--- src/rtl/fp_pkg.sv ---
// Shared float-path types: significand/product widths and multiplier FSM states.
// Used by mant_mul_iter and its step datapath.
package fp_pkg;

  localparam int MANT_W_DEF = 24;

  typedef logic [MANT_W_DEF-1:0]   mant_t;
  typedef logic [2*MANT_W_DEF-1:0] prod_t;

  typedef enum logic [1:0] {
    IDLE,
    RUN,
    DONE
  } mm_state_t;

endpackage

--- src/rtl/mant_mul_iter_if.sv ---
// Operand/product valid-ready bundle for the iterative significand multiplier.
// master drives operands and consumes the product; slave is the multiplier.
interface mant_mul_iter_if #(
  parameter int MANT_W = 24
);

  logic                  in_valid;
  logic                  in_ready;
  logic [MANT_W-1:0]     a;
  logic [MANT_W-1:0]     b;
  logic                  out_valid;
  logic                  out_ready;
  logic [2*MANT_W-1:0]   p;

  modport master (
    output in_valid,
    output a,
    output b,
    output out_ready,
    input  in_ready,
    input  out_valid,
    input  p
  );

  modport slave (
    input  in_valid,
    input  a,
    input  b,
    input  out_ready,
    output in_ready,
    output out_valid,
    output p
  );

endinterface

--- src/rtl/mant_mul_step.sv ---
// One radix-2 shift-add step: conditionally add the multiplicand,
// then advance multiplicand left and multiplier right.
module mant_mul_step #(
  parameter int MANT_W = 24
) (
  input  logic [2*MANT_W-1:0] acc_i,
  input  logic [2*MANT_W-1:0] md_i,
  input  logic [MANT_W-1:0]   mr_i,
  output logic [2*MANT_W-1:0] acc_o,
  output logic [2*MANT_W-1:0] md_o,
  output logic [MANT_W-1:0]   mr_o
);

  assign acc_o = mr_i[0] ? (acc_i + md_i) : acc_i;
  assign md_o  = md_i << 1;
  assign mr_o  = mr_i >> 1;

endmodule

--- src/rtl/mant_mul_iter.sv ---
// Iterative 24x24 significand multiplier, one shift-add step per cycle.
// Define MANT_MUL_EARLY_EXIT_EN to finish as soon as the multiplier is exhausted.
module mant_mul_iter
  import fp_pkg::*;
#(
  parameter int MANT_W = MANT_W_DEF
) (
  input logic            clk,
  input logic            rst_n,
  mant_mul_iter_if.slave bus
);

  localparam int CW = $clog2(MANT_W);
  localparam logic [CW-1:0] LAST = CW'(MANT_W - 1);

  mm_state_t           state_q, state_d;
  logic [2*MANT_W-1:0] acc_q, acc_d;
  logic [2*MANT_W-1:0] md_q, md_d;
  logic [MANT_W-1:0]   mr_q, mr_d;
  logic [CW-1:0]       cnt_q, cnt_d;

  logic [2*MANT_W-1:0] acc_nx;
  logic [2*MANT_W-1:0] md_nx;
  logic [MANT_W-1:0]   mr_nx;
  logic                last_step;

  mant_mul_step #(
    .MANT_W (MANT_W)
  ) u_step (
    .acc_i (acc_q),
    .md_i  (md_q),
    .mr_i  (mr_q),
    .acc_o (acc_nx),
    .md_o  (md_nx),
    .mr_o  (mr_nx)
  );

`ifdef MANT_MUL_EARLY_EXIT_EN
  // b==0 still takes one step, which leaves mr==0 and acc==0
  assign last_step = (cnt_q == LAST) || (mr_nx == '0);
`else
  assign last_step = (cnt_q == LAST);
`endif

  always_comb begin
    state_d = state_q;
    acc_d   = acc_q;
    md_d    = md_q;
    mr_d    = mr_q;
    cnt_d   = cnt_q;
    unique case (state_q)
      IDLE: begin
        if (bus.in_valid) begin
          acc_d   = '0;
          md_d    = {{MANT_W{1'b0}}, bus.a};
          mr_d    = bus.b;
          cnt_d   = '0;
          state_d = RUN;
        end
      end
      RUN: begin
        acc_d = acc_nx;
        md_d  = md_nx;
        mr_d  = mr_nx;
        cnt_d = cnt_q + 1'b1;
        if (last_step) begin
          state_d = DONE;
        end
      end
      DONE: begin
        if (bus.out_ready) begin
          state_d = IDLE;
        end
      end
      default: state_d = IDLE;
    endcase
  end

  always_ff @(posedge clk or negedge rst_n) begin
    if (!rst_n) begin
      state_q <= IDLE;
      acc_q   <= '0;
      md_q    <= '0;
      mr_q    <= '0;
      cnt_q   <= '0;
    end else begin
      state_q <= state_d;
      acc_q   <= acc_d;
      md_q    <= md_d;
      mr_q    <= mr_d;
      cnt_q   <= cnt_d;
    end
  end

  assign bus.in_ready  = (state_q == IDLE);
  assign bus.out_valid = (state_q == DONE);
  assign bus.p         = acc_q;

endmodule
--- src/flat_wrapper.sv ---
// flat-port wrapper written by rule: the top's interface ports become plain ports
module mant_mul_iter_flat import fp_pkg::*;
#(
  parameter int MANT_W = MANT_W_DEF
)
  (clk, rst_n, bus_in_valid, bus_a, bus_b, bus_out_ready, bus_in_ready, bus_out_valid, bus_p);
  mant_mul_iter_if #(.MANT_W(MANT_W)) bus_i ();
  input logic clk;
  input logic rst_n;
  input wire logic [$bits(bus_i.in_valid)-1:0] bus_in_valid;
  input wire logic [$bits(bus_i.a)-1:0] bus_a;
  input wire logic [$bits(bus_i.b)-1:0] bus_b;
  input wire logic [$bits(bus_i.out_ready)-1:0] bus_out_ready;
  output wire logic [$bits(bus_i.in_ready)-1:0] bus_in_ready;
  output wire logic [$bits(bus_i.out_valid)-1:0] bus_out_valid;
  output wire logic [$bits(bus_i.p)-1:0] bus_p;
  assign bus_i.in_valid = bus_in_valid;
  assign bus_i.a = bus_a;
  assign bus_i.b = bus_b;
  assign bus_i.out_ready = bus_out_ready;
  assign bus_in_ready = bus_i.in_ready;
  assign bus_out_valid = bus_i.out_valid;
  assign bus_p = bus_i.p;
  mant_mul_iter #(.MANT_W(MANT_W)) u_core (.clk(clk), .rst_n(rst_n), .bus(bus_i));
endmodule
--- config.mk ---
export PLATFORM = sky130hd
export DESIGN_NAME = mant_mul_iter_flat
export DESIGN_NICKNAME = d
export VERILOG_FILES = /design/src/rtl/fp_pkg.sv /design/src/rtl/mant_mul_iter_if.sv /design/src/rtl/mant_mul_step.sv /design/src/rtl/mant_mul_iter.sv /design/src/flat_wrapper.sv
export SDC_FILE = /design/constraint.sdc
export NUM_CORES = 1
export LEC_CHECK = 0
export CORE_MARGIN = 8
export CORE_UTILIZATION = 60
export CTS_CLUSTER_DIAMETER = 50
export DETAILED_ROUTE_END_ITERATION = 8
export GPL_TIMING_DRIVEN = 1
export PLACE_DENSITY = 0.86
export SLEW_MARGIN = 15
export SYNTH_ARGS = -nofsm -noshare
export SYNTH_HDL_FRONTEND = slang
export SYNTH_SLANG_ARGS = --single-unit
--- constraint.sdc ---
create_clock -name clk -period 7.6 [get_ports clk]
set_input_delay 0.76 -clock clk [delete_from_list [all_inputs] [get_ports clk]]
set_output_delay 0.76 -clock clk [all_outputs]
set_load 0.01 [all_outputs]
-- After elaboration in Yosys (flattened, before gate mapping)
Cells that the tools add are included.
- reductions and logical operators: 5
- multiplexer cells: 13
- $add $sub $neg: 2
- equal/unequal tests: 7
- operator list (cell ; count):
    one-hot mux 48 bit (2 select lines) ; 2
    2-to-1 mux 48 bit ; 3
    adder 48 bit ; 1
    one-hot mux 24 bit (2 select lines) ; 1
    2-to-1 mux 24 bit ; 1
    one-hot mux 5 bit (2 select lines) ; 1
    2-to-1 mux 2 bit ; 3
    one-hot mux 2 bit (3 select lines) ; 1
    AND reduction 3 bit ; 2
    adder 5 x 1 -> 5 bit (second input constant) ; 1
    == test 5 bit (second input constant) ; 1
    2-to-1 mux 5 bit ; 1
    != test 2 x 1 -> 1 bit (second input constant) ; 2
    != test 2 bit (second input constant) ; 2
    == test 2 x 1 -> 1 bit (second input constant) ; 1
    == test 2 bit (second input constant) ; 1
    logical NOT 2 bit ; 1
    AND reduction 2 bit ; 1
    nonzero test 2 bit ; 1
- bits of input ports: 52
- register bits after elaboration: 127
- logic and storage cells: 32
- output and inout port bits: 50

-- Logic depth before layout (Yosys ltp)
Gate-level depths: netlist of the first run.
- depth after elaboration: 3
- gate-level depth with buffers: 12
- depth with buffers taken out: 12

-- By module
From an unflattened synthesis of the first run, not the netlist that was laid out.
- cell total of the unflattened synthesis: 977
- area total of the unflattened synthesis: 9280.2 um^2
- modules (own cells, without submodules) (module ; times used ; cells an instance ; area each (um^2) ; sequential area each (um^2)):
    mant_mul_iter ; 1 ; 460 ; 5378.9 ; 3178.0
    mant_mul_step ; 1 ; 517 ; 3901.2 ; 0.0

-- Least setup slack after synthesis of the first run
Ideal clock, no wire load.
- kind: reg-to-reg
- from: reg u_core.acc_q[0] (netlist: u_core.bus.p[0])
- to: reg u_core.acc_q[46] (netlist: u_core.bus.p[46])
- required time: 7.461 ns
- path buffers: 0
- library setup time: 0.139 ns
- slack: 4.461 ns
- clock period less this slack: 3.139 ns
- data arrival time: 3.001 ns
- cell stages (with the launch flop): 13
- cells stage by stage: dfrtp_1 ha_1 fa_1 a211oi_2 nor2_1 o31ai_2 a211oi_4 a2111oi_4 o21ai_2 a311oi_2 o21ai_1 nor4_1 a211oi_1
- word-level cells in the longest chain between the ends: 3
- ends and longest elaborated chain (element ; line ; source):
    from (decl) ; mant_mul_iter.sv:17 ; logic [2*MANT_W-1:0] acc_q, acc_d;
    from (signal assigned) ; mant_mul_iter.sv:82 ; acc_q <= '0;
    from (signal assigned) ; mant_mul_iter.sv:88 ; acc_q <= acc_d;
    adder 48 bit ; mant_mul_step.sv:14 ; assign acc_o = mr_i[0] ? (acc_i + md_i) : acc_i;
    2-to-1 mux 48 bit ; mant_mul_step.sv:14 ;
    one-hot mux 48 bit (2 select lines) ; mant_mul_iter.sv:51 ; unique case (state_q)
No other way between the ends. The select of a mux whose other input is x is not followed.
A chain may end at the register's enable or synchronous reset.

-- Final worst setup path of the first run
Ends and elaborated chain as after synthesis.

==> results of run 1 <==
-- worst reg2reg max path, delay by kind of cell (launching register included) --
| family | cells | cell delay [ns] |
|---|---|---|
| AO/OA/AOI/OAI | 8 | 2.06 |
| adder cells (fa/ha/maj) | 2 | 0.69 |
| flip-flops | 1 | 0.39 |
| AND/OR/NAND/NOR | 2 | 0.39 |
-- logic make-up after synthesis --
| kind of cell | share of synthesized area |
|---|---|
| compound gates | 0.305 |
| xor+xnor | 0.0473 |
| fa+ha+maj | 0.0780 |
| buf+inv | 0.0308 |
| flops | 0.399 |
| simple gates | 0.140 |
-- how the worst min path moves through the flow --
stage / from / endpoint / slack [ns] / cells after the start
global route: rst_n / u_core.md_q[33] / 0.39 / 1
global placement: u_core.cnt_q[4] / u_core.cnt_q[4] / 0.47 / 1
detailed placement: u_core.cnt_q[4] / u_core.cnt_q[4] / 0.47 / 1
floorplan: u_core.cnt_q[4] / u_core.cnt_q[4] / 0.45 / 1
finish: rst_n / u_core.md_q[31] / 0.34 / 1
CTS: rst_n / u_core.md_q[31] / 0.36 / 1
-- cell usage in the layout (no fill, tap or decap), types with 17 or more instances in the layout --
cell	Yosys	final
dfrtp_1	127	127
clkdlybuf4s50_1	0	99
o21ai_0	96	96
a21oi_1	90	90
nand2_1	79	79
nor2b_1	58	56
ha_1	48	48
a22oi_1	46	46
a22o_1	34	34
a21o_1	31	31
nor2_1	29	28
xor2_1	22	22
xnor2_1	21	21
o21ai_1	21	21
clkbuf_16	0	17
-- stage by stage --
step                std cells  hold WS (ns)  utilization
floorplan                 878         0.450            -
finish                   1139         0.340        0.742
global placement         1107         0.472        0.692
global route             1139         0.394        0.742
detailed placement       1107         0.473        0.692
CTS                      1139         0.357        0.742
-- final cells by class --
class | instances | area, um^2
Clock inverter | 10 | 181
Timing Repair Buffer | 107 | 1050
Fill cell | 946 | 3370
Multi-Input combinational cell | 686 | 4560
Inverter | 11 | 41.3
Tap cell | 176 | 220
Clock buffer | 22 | 484
Sequential cell | 127 | 3180
-- registers in the layout, summed over array words and instances (netlist names) --
register        flops
u_core.md_q        48
u_core.state_q      2
u_core.mr_q        24
u_core.bus.p       48
u_core.cnt_q        5
-- where the power goes --
| part | total [mW] | switching (mW) | leakage (nW) | internal, mW |
|---|---|---|---|---|
| clock | 0.910 | 0.295 | 0.326 | 0.615 |
| sequential | 1.22 | 0.267 | 1.66 | 0.950 |
| combinational | 2.05 | 1.17 | 2.37 | 0.871 |
| total | 4.17 | 1.74 | 4.36 | 2.44 |
-- layer usage --
metal	up-vias	GRT usage	share of wire
li1	3381	-	-
met1	3489	0.311	0.42
met2	295	0.412	0.49
met3	55	0.0583	0.056
met4	0	0.116	0.029
met5	-	0	0
==> results.sh, run 1 <==
export IMPL_ys_ff_latch=127
export IMPL_max_slew_margin_rel=0.215
export IMPL_clock_skew_ns=0.00674
export IMPL_final_period_utilization=0.483
export IMPL_layout_drive_gt1_share=0.0613
export IMPL_end_kind="flip-flop"
export IMPL_layout_nets=1051
export IMPL_cts_htree_levels=4
export IMPL_synth_top_area_share=0.399
export IMPL_critPathSlowestCell="fa_1"
export IMPL_clkTransAtPathRegs_ns=0.06
export IMPL_finalPower_mw=4.17
export IMPL_synth_most_common_cell="dfrtp_1"
export IMPL_regToRegSetupSlack_ns=3.93
export IMPL_tightest_slew_ns=1.18
export IMPL_drv_slew=0
export IMPL_dpl_cell_area_um2=9050
export IMPL_pre_cts_ws_ns=3.92
export IMPL_crit_end="u_core.bus.p[46]"
export IMPL_synth_edf_count=0
export IMPL_cts_tree="yes"
export IMPL_crit_fanout=4
export IMPL_slowest_delay_ns=0.46
export IMPL_antenna_left=0
export IMPL_clock_latency_ns=0.42
export IMPL_yosysWarnings=0
export IMPL_setup_tns_ns=0
export IMPL_antenna_found_initial=0
export IMPL_cts_sinks=127
export IMPL_gr_total_overflow=0
export IMPL_drt_iter0_markers=578
export IMPL_fmax_mhz=273
export IMPL_hold_buffers=0
export IMPL_grt_pass1_vias=7234
export IMPL_cts_buffers=17
export IMPL_ioPinCount=102
export IMPL_status="finished clean"
export IMPL_core_area_um2=13100
export IMPL_rows=42
export IMPL_dr_pass1_iters=5
export IMPL_ys_flop_type="dfrtp_1"
export IMPL_grt_max_degree=82
export IMPL_hpwl_um=14500
export IMPL_yosysTopAreaCell="dfrtp_1"
export IMPL_cts_resized=0
export IMPL_clockBufferDepth=2
export IMPL_area_growth_pct=22.1
export IMPL_syn_cell_area_um2=7960
export IMPL_final_cell_area_um2=9710
export IMPL_synthTopCellsByArea="dfrtp_1, ha_1, o21ai_0"
export IMPL_async_reset_ff_frac=1.00
export IMPL_setup_ws_ns=3.93
export IMPL_cp_cell_sequence="ha_1 -> fa_1 -> a211oi_2 -> nor2_1 -> o31ai_2 -> a211oi_4 -> a2111oi_4 -> o21ai_2 -> a311oi_2 -> o21ai_1 -> nor4_1 -> a211oi_1"
export IMPL_power_leakage_nw=4.36
export IMPL_worst_setup_path_startpoint="u_core.bus.p[0]"
export IMPL_synth_cell_type_count=58
export IMPL_die_x_um=131
export IMPL_crit_family="compound AO/OA/AOI/OAI gates"
export IMPL_critPathLaunchType="flip-flop"
export IMPL_post_cts_buffers=0
export IMPL_cp_num_buf_inv=0
export IMPL_grt_use_total=0.252
export IMPL_dieArea_um2=17200
export IMPL_p_per_area_nw_per_um2=429
export IMPL_netlist_instances=878
export IMPL_r2r_cells=12
export IMPL_path_depth=12
export IMPL_antenna_cells=0
export IMPL_fin_crit_ns=3.67
export IMPL_setup_viol=0
export IMPL_syn_nets=979
export IMPL_clockRootBuffer="clkbuf_16"
export IMPL_synth_commonest_cells="dfrtp_1, o21ai_0, a21oi_1"
export IMPL_path_class="reg2reg"
export IMPL_ys_seq_area_frac=0.399
export IMPL_die_h_um=131
export IMPL_r2r_start="u_core.bus.p[0]"
export IMPL_dr_total_vias=7220
export IMPL_wl_um=21600
export IMPL_cp_arrival_ns=3.96
export IMPL_ir_worst_vdd_uv=247
export IMPL_cp_required_ns=7.89
export IMPL_grt_pass1_wl_um=36200
export IMPL_gp_congestion=0.904
export IMPL_port_buffers=101
export IMPL_hold_violations=0
export IMPL_avgSynthCellArea_um2=9.06
export IMPL_drt_vias_per_instance=6.34
export IMPL_initial_utilization=0.608
export IMPL_hold_path_class="in2async"
export IMPL_grt_setup_unrepaired="no"
export IMPL_reg2reg_to="u_core.bus.p[46]"
export IMPL_drc_errors=0
export IMPL_cap_violations=0
export IMPL_wire_per_inst_um=19.0
No activity file was read; power rests on OpenSTA's default activity.
==> inputs of run 2 (changes only) <==
CORE_UTILIZATION = 51   (was 60)
PLACE_DENSITY = 0.77   (was 0.86)
clock period = 3.1 ns   (was 7.6 ns; I/O delays follow)
==> results.sh, run 2 (same netlist as run 1, synthesis figures left out) <==
export IMPL_grt_pass1_vias=7193
export IMPL_grt_setup_unrepaired="yes"
export IMPL_layout_drive_gt1_share=0.0941
export IMPL_drc_errors=0
export IMPL_worst_setup_path_startpoint="u_core.bus.p[0]"
export IMPL_clockBufferDepth=2
export IMPL_crit_family="compound AO/OA/AOI/OAI gates"
export IMPL_clock_latency_ns=0.42
export IMPL_ir_worst_vdd_uv=547
export IMPL_hold_path_class="in2reg"
export IMPL_seqCellArea_um2=3180
export IMPL_cap_violations=0
export IMPL_ioPinCount=102
export IMPL_grt_use_total=0.222
export IMPL_setup_viol=0
export IMPL_cp_arrival_ns=3.38
export IMPL_path_depth=14
export IMPL_antenna_found_initial=0
export IMPL_holdWs_ns=0.459
export IMPL_rows=45
export IMPL_clock_skew_ns=0.00823
export IMPL_r2r_cells=14
export IMPL_clockRootBuffer="clkbuf_16"
export IMPL_area_growth_pct=25.1
export IMPL_hold_violations=0
export IMPL_fmax_mhz=325
export IMPL_critPathSlowestCell="a311oi_2"
export IMPL_critPathMostFrequentCell="buf_4"
export IMPL_grt_pass1_wl_um=35900
export IMPL_most_common_layout_cells="dfrtp_1, clkdlybuf4s50_1, o21ai_0"
export IMPL_r2r_start="u_core.bus.p[0]"
export IMPL_drt_iter0_markers=579
export IMPL_tightest_slew_ns=0.702
export IMPL_antenna_cells=0
export IMPL_min_from="bus_in_valid"
export IMPL_cts_buffers=17
export IMPL_layout_commonest_cell="dfrtp_1"
export IMPL_crit_fanout=3
export IMPL_drt_vias_per_instance=6.13
export IMPL_hpwl_um=15200
export IMPL_fin_crit_ns=3.08
export IMPL_dr_total_vias=7213
export IMPL_dr_pass1_iters=5
export IMPL_reg2reg_to="u_core.bus.p[42]"
export IMPL_port_buffers=101
export IMPL_initial_utilization=0.523
export IMPL_regToRegSetupSlack_ns=0.02
export IMPL_final_util=0.655
export IMPL_core_area_um2=15200
export IMPL_end_kind="flip-flop"
export IMPL_grt_max_degree=62
export IMPL_cp_num_buf_inv=2
export IMPL_multiInputGateArea_um2=4690
export IMPL_setup_tns_ns=0
export IMPL_die_x_um=141
export IMPL_cp_required_ns=3.40
export IMPL_gp_congestion=0.935
export IMPL_cp_cell_sequence="ha_2 -> fa_2 -> a211oi_2 -> nor2_2 -> o31ai_2 -> buf_4 -> a211oi_4 -> a2111oi_4 -> o21ai_2 -> a311oi_2 -> buf_4 -> o21bai_1 -> xnor2_1 -> o21ai_1"
export IMPL_antenna_left=0
export IMPL_dieArea_um2=19900
export IMPL_dpl_cell_count=1138
export IMPL_power_leakage_nw=4.41
export IMPL_gr_total_overflow=0
export IMPL_layout_cells_non_filler=1176
export IMPL_clkTransAtPathRegs_ns=0.05
export IMPL_max_slew_margin_rel=0.532
export IMPL_crit_end="u_core.bus.p[42]"
export IMPL_wl_um=22100
export IMPL_p_per_area_nw_per_um2=1020
export IMPL_die_h_um=141
export IMPL_drv_slew=0
export IMPL_final_period_utilization=0.994
export IMPL_cts_tree="yes"
export IMPL_cts_sinks=127
export IMPL_status="finished clean"
export IMPL_layout_nets=1076
export IMPL_final_fill_count=1249
export IMPL_slowest_delay_ns=0.40
export IMPL_cts_htree_levels=4
export IMPL_path_class="reg2reg"
export IMPL_critPathLaunchType="flip-flop"
export IMPL_wire_per_inst_um=18.8
run 2: metal layers:
layer  share of wire  routed length [um]  GRT usage  up-vias
li1                -                   -          -     3427
met1            0.44                9810      0.278     3541
met2            0.48               10700      0.371      207
met3           0.052                1160     0.0544       38
met4           0.020                 431     0.0690        0
met5               0                   0          0        -
run 2: through the flow:
step	cell area, um^2	worst slack (ns)	power, mW
2_1_floorplan	7960	0.0232	6.29
3_3_place_gp	9220	0.00703	7.93
3_5_place_dp	9220	-0.106	8.04
4_1_cts	9800	0.0156	10.0
5_1_grt	9960	-0.151	10.9
6_report	9960	0.0194	10.2
run 2: worst reg2reg max path, cell delays in order (launching register included):
cell	delay (ns)
dfrtp_1	0.38
ha_2	0.20
fa_2	0.35
a211oi_2	0.22
nor2_2	0.08
o31ai_2	0.17
buf_4	0.16
a211oi_4	0.07
a2111oi_4	0.37
o21ai_2	0.12
a311oi_2	0.40
buf_4	0.17
o21bai_1	0.08
xnor2_1	0.14
o21ai_1	0.07
run 2: what timing repair did:
action | CTS | global route
hold endpoints to repair | 51 | 0
pin swaps | 2 | 5
endpoints found under the setup margin | 6 | 12
hold buffers | 1 | 0
setup buffers | 1 | 5
gates resized for setup | 0 | 18
run 2: final cells by class:
class                      count  area share
multi-input combinational    686       0.471
sequential                   127       0.319
timing repair buffer         132       0.126
clock buffer                  26      0.0481
tap                          188      0.0236
clock inverter                 6     0.00829
inverter                      11     0.00415
run 2: worst min-delay path by stage:
stage                       to  cells past startpoint  slack (ns)
3_3_place_gp   u_core.md_q[19]                      1        0.40
4_1_cts        u_core.cnt_q[2]                      4        0.45
2_1_floorplan  u_core.bus.p[0]                      0        0.01
5_1_grt        u_core.cnt_q[2]                      4        0.47
3_5_place_dp   u_core.md_q[14]                      1        0.40
6_report       u_core.cnt_q[2]                      4        0.46
run 2: power by group:
| group | total, mW | switching, mW | internal, mW |
|---|---|---|---|
| sequential | 3.01 | 0.678 | 2.33 |
| clock | 1.92 | 0.699 | 1.22 |
| combinational | 5.27 | 2.93 | 2.34 |
